<file path="src/rtl/packet_adder_mc.sv">
// packet_adder_mc: round-robin multi-channel packet summer.
// Grants one channel at a time, sums a whole packet, then presents a single result beat
// carrying sum, source channel, length and overflow/truncation flags.
module packet_adder_mc #(
  parameter int unsigned DATA_W   = 8,
  parameter int unsigned SUM_W    = 16,
  parameter int unsigned NUM_CH   = 4,
  parameter int unsigned MAX_LEN  = 16,
  parameter bit          SATURATE = 1'b0,
  localparam int unsigned CH_W    = (NUM_CH > 1) ? $clog2(NUM_CH) : 1,
  localparam int unsigned LEN_W   = $clog2(MAX_LEN + 1)
) (
  input  logic                     clk,
  input  logic                     rst,
  input  logic [NUM_CH-1:0]        in_valid,
  output logic [NUM_CH-1:0]        in_ready,
  input  logic [NUM_CH*DATA_W-1:0] in_data,
  input  logic [NUM_CH-1:0]        in_last,
  output logic                     out_valid,
  input  logic                     out_ready,
  output logic [SUM_W-1:0]         out_sum,
  output logic [CH_W-1:0]          out_ch,
  output logic [LEN_W-1:0]         out_len,
  output logic                     out_ovf,
  output logic                     out_err
);

  typedef enum logic [1:0] {StIdle, StAccum, StOut} state_e;

  state_e            state_q, state_d;
  logic [CH_W-1:0]   grant_q, grant_d;
  logic [CH_W-1:0]   last_grant_q, last_grant_d;
  logic [SUM_W-1:0]  acc_q, acc_d;
  logic [LEN_W-1:0]  len_q, len_d;
  logic              ovf_q, ovf_d;
  logic              err_q, err_d;

  logic [CH_W-1:0]   pick;
  logic              found;
  logic [DATA_W-1:0] word;
  logic [SUM_W:0]    raw;
  logic [LEN_W-1:0]  len_inc;

  // Round-robin search starting just after the previously served channel.
  always_comb begin
    pick  = last_grant_q;
    found = 1'b0;
    for (int unsigned i = 1; i <= NUM_CH; i++) begin
      logic [CH_W-1:0] cand;
      cand = CH_W'((32'(last_grant_q) + i) % NUM_CH);
      if (!found && in_valid[cand]) begin
        found = 1'b1;
        pick  = cand;
      end
    end
  end

  // Select the granted channel's data word.
  always_comb begin
    word = '0;
    for (int unsigned c = 0; c < NUM_CH; c++) begin
      if (grant_q == CH_W'(c)) word = in_data[c*DATA_W +: DATA_W];
    end
  end

  // Next-state logic for the arbitration/accumulation FSM.
  always_comb begin
    state_d      = state_q;
    grant_d      = grant_q;
    last_grant_d = last_grant_q;
    acc_d        = acc_q;
    len_d        = len_q;
    ovf_d        = ovf_q;
    err_d        = err_q;
    raw          = {1'b0, acc_q} + {{(SUM_W + 1 - DATA_W){1'b0}}, word};
    len_inc      = len_q + LEN_W'(1);

    unique case (state_q)
      StIdle: begin
        if (found) begin
          grant_d = pick;
          acc_d   = '0;
          len_d   = '0;
          ovf_d   = 1'b0;
          err_d   = 1'b0;
          state_d = StAccum;
        end
      end
      StAccum: begin
        if (in_valid[grant_q]) begin
          if (raw[SUM_W]) begin
            ovf_d = 1'b1;
            // A clamped sum stays at all-ones: any further nonzero word overflows again.
            acc_d = SATURATE ? {SUM_W{1'b1}} : raw[SUM_W-1:0];
          end else begin
            acc_d = raw[SUM_W-1:0];
          end
          len_d = len_inc;
          if (in_last[grant_q]) begin
            state_d = StOut;
          end else if (len_inc == LEN_W'(MAX_LEN)) begin
            err_d   = 1'b1;
            state_d = StOut;
          end
        end
      end
      StOut: begin
        if (out_ready) begin
          last_grant_d = grant_q;
          state_d      = StIdle;
        end
      end
      default: state_d = StIdle;
    endcase
  end

  // State registers with synchronous reset; last_grant resets so channel 0 wins first.
  always_ff @(posedge clk) begin
    if (rst) begin
      state_q      <= StIdle;
      grant_q      <= '0;
      last_grant_q <= CH_W'(NUM_CH - 1);
      acc_q        <= '0;
      len_q        <= '0;
      ovf_q        <= 1'b0;
      err_q        <= 1'b0;
    end else begin
      state_q      <= state_d;
      grant_q      <= grant_d;
      last_grant_q <= last_grant_d;
      acc_q        <= acc_d;
      len_q        <= len_d;
      ovf_q        <= ovf_d;
      err_q        <= err_d;
    end
  end

  // Outputs come straight from registered state; no input-to-output paths.
  always_comb begin
    in_ready = '0;
    if (state_q == StAccum) in_ready[grant_q] = 1'b1;
    out_valid = (state_q == StOut);
    out_sum   = acc_q;
    out_ch    = grant_q;
    out_len   = len_q;
    out_ovf   = ovf_q;
    out_err   = err_q;
  end

endmodule

</file>
<file path="config.mk">
export PLATFORM = sky130hd
export DESIGN_NAME = packet_adder_mc
export DESIGN_NICKNAME = d
export VERILOG_FILES = /design/src/rtl/packet_adder_mc.sv
export SDC_FILE = /design/constraint.sdc
export NUM_CORES = 1
export LEC_CHECK = 0
export CORE_ASPECT_RATIO = 0.8
export CORE_UTILIZATION = 50
export DETAILED_ROUTE_END_ITERATION = 8
export DONT_BUFFER_PORTS = 1
export PLACE_DENSITY = 0.72
export SKIP_LAST_GASP = 1
export SLEW_MARGIN = 20
export SYNTH_ARGS = -nofsm -noshare
export SYNTH_HDL_FRONTEND = slang
export SYNTH_SLANG_ARGS = --single-unit
export TNS_END_PERCENT = 1
</file>
<file path="constraint.sdc">
create_clock -name clk -period 7.34 [get_ports clk]
set_input_delay 0.734 -clock clk [delete_from_list [all_inputs] [get_ports clk]]
set_output_delay 0.734 -clock clk [all_outputs]
set_load 0.03 [all_outputs]
</file>
==> impl_metrics.ini <==
[sta]
clock_skew_ps = 7.96
finalHoldViolations = 0
rsz0062_at_grt = false
tightestPinTransition_ps = 1070
min_period_ps = 3400
finalSetupTns_ps = 0
slew_violations = 0
fmax_mhz = 294
finalCritPeriodShare = 0.464
relSlewSlack = 0.289
finalSetupViolCount = 0
fin_ws_ps = 3940

[layout]
fillers = 370
finalNonFillerCells = 285
multiInputGateArea_um2 = 1320
layout_common_cells = dfxtp_1, nand2_1, a21oi_1, nor2_1, nand3_1
antenna_cells = 0
syn_to_final_growth_pct = 5.62
layout.area.seq_um2 = 581
final_util = 0.551
drive_above_1_share = 0.100
layout_commonest_cell = dfxtp_1
nNetsFinal = 285

[synth]
post-synth-top-area-fraction = 0.293
yosysSeqAreaShare = 0.293
avgSynthCellArea_um2 = 8.62
synth_edf_count = 0
syn_inst = 230
yosysWarningCount = 0
synth.ff_latch_count = 29
yosysUniqueCellTypes = 51
synth.largest_area_cell = dfxtp_1
synthFlopType = dfxtp_1
synth_fp_nets = 285
synth_area_um2 = 1980
synth_area_leaders = dfxtp_1, mux4_2, ha_1
async_flop_share = 0

[cts]
tritoncts = yes
cts_post_setup_buffers_inserted = 0
clock-sinks = 29
cts_buffer_depth = 2
clk_pin_slew_worst_paths_ps = 60
root_buffer = clkbuf_8
cts_max_level = 2
cts_resized = 0
ctsHoldBuffers = 0
worst_skew_pair.late_latency_ps = 270
cts_buffers = 5

[drt]
vias_per_cell = 6.26
drt_first_pass_iters = 4
drt_iter0_drc = 85
route.vias.total = 1783
routed_wl_mm = 4.85
ant_nets = 0
drc_errors = 0
wire_per_inst_um = 17.0

[power_and_ir_drop]
p_total_uw = 511
p_leak_uw = 0.000764
irDropWorstVdd_uv = 100
power_density_nw_per_um2 = 244

[setup_path]
crit_type = reg -> reg
required_ps = 7540
start_kind = flip-flop
regToRegSetupSlack_ps = 3940
crit_fanout = 16
end_kind = flip-flop
r2r_end = out_sum[15]
r2r-start = out_ch[0]
reg2regPathDepth = 7
crit_arrival_ps = 3600

[grt]
gr-total-overflow = 0
grt_pass1_vias = 1594
grt_use_total = 0.233
grt_max_degree = 19
antenna_found_initial = 0
grt_pass1_wl_mm = 7.51

[worst_hold_path]
hold_start = rst
hold_class = in -> reg
whs_endpoint = out_sum[4]
hold_depth = 1

[floorplan]
die_h_um = 58.3
coreArea_um2 = 3800
die_area_um2 = 4220
die_w_um = 72.4
row_count = 20
ios = 73
start_util = 0.521

[placement]
hpwl_mm = 3.72
dp.cells = 278
pre_cts_slack_ps = 3930
port_buffers = 0
finalWeightedCongestion = 0.915

[run_status]
status = complete, no violations

[flow_run]
maxCapViolations = 0
-- registers in the layout (all words and copies together) (netlist names) --
register      cells
out_sum          16
out_len           5
last_grant_q      2
out_err           1
out_ch            2
out_ovf           1
state_q           2
-- routing by layer --
| layer | wire length, um | global-route usage | share of wire |
|---|---|---|---|
| met5 | 0 | 0 | 0 |
| met1 | 2110 | 0.292 | 0.43 |
| met4 | 73 | 0.0756 | 0.015 |
| met3 | 406 | 0.0771 | 0.084 |
| met2 | 2260 | 0.383 | 0.47 |
-- synthesized netlist by cell type (5+ instances only) --
master    count
a21oi_1      23
a31oi_1       5
dfxtp_1      29
ha_1         11
inv_1         8
mux4_2        9
nand2_1      23
nand2b_1      7
nand3_1      15
nor2_1       19
nor3_1        7
o21ai_0       7
-- report_power, final --
group	internal [uW]	switching [uW]	leakage [uW]	total, uW
sequential	170	43.3	0.000236	213
clock	74.2	56.2	0.0000443	130
combinational	72.6	95.1	0.000484	168
total	316	195	0.000764	511
-- critical path: stages (launching register included) --
cell and delay, ps:
dfxtp_1 1030, mux4_2 600, ha_1 370, o211ai_1 130
o211ai_1 290, a21oi_1 230, or4_1 530, a21oi_1 140
-- worst max-delay path by stage --
stage | slack (ps) | to | start
6_report | 3940 | out_sum[15] | out_ch[0]
2_1_floorplan | 4050 | out_sum[15] | out_ch[0]
3_3_place_gp | 4020 | out_sum[15] | out_ch[0]
4_1_cts | 3920 | out_sum[15] | out_ch[0]
5_1_grt | 3660 | out_sum[11] | out_ch[0]
3_5_place_dp | 3930 | out_sum[15] | out_ch[0]
-- through the flow --
step,hold WS [ps],area [um2]
final,520,2090
after global routing,511,2090
after CTS,514,2090
after detailed placement,517,2010
after global placement,509,2010
after floorplan,483,1980
-- layout make-up --
class                           count  area share
Multi-Input combinational cell    185       0.631
Sequential cell                    29       0.277
Clock buffer                        7      0.0412
Tap cell                           55      0.0329
Inverter                            8      0.0143
Timing Repair Buffer                1     0.00358
-- cells by family (layout without fill, tap and decap cells) --
| logic type | Yosys count | count (layout) | synth area share |
|---|---|---|---|
| compound gates | 61 | 61 | 0.200 |
| simple gates | 92 | 92 | 0.233 |
| xor+xnor | 8 | 8 | 0.0353 |
| buf+inv | 16 | 16 | 0.0410 |
| mux | 12 | 12 | 0.119 |
| flops | 29 | 29 | 0.293 |
| fa+ha+maj | 12 | 12 | 0.0795 |
(Power assumes the default switching activity.)
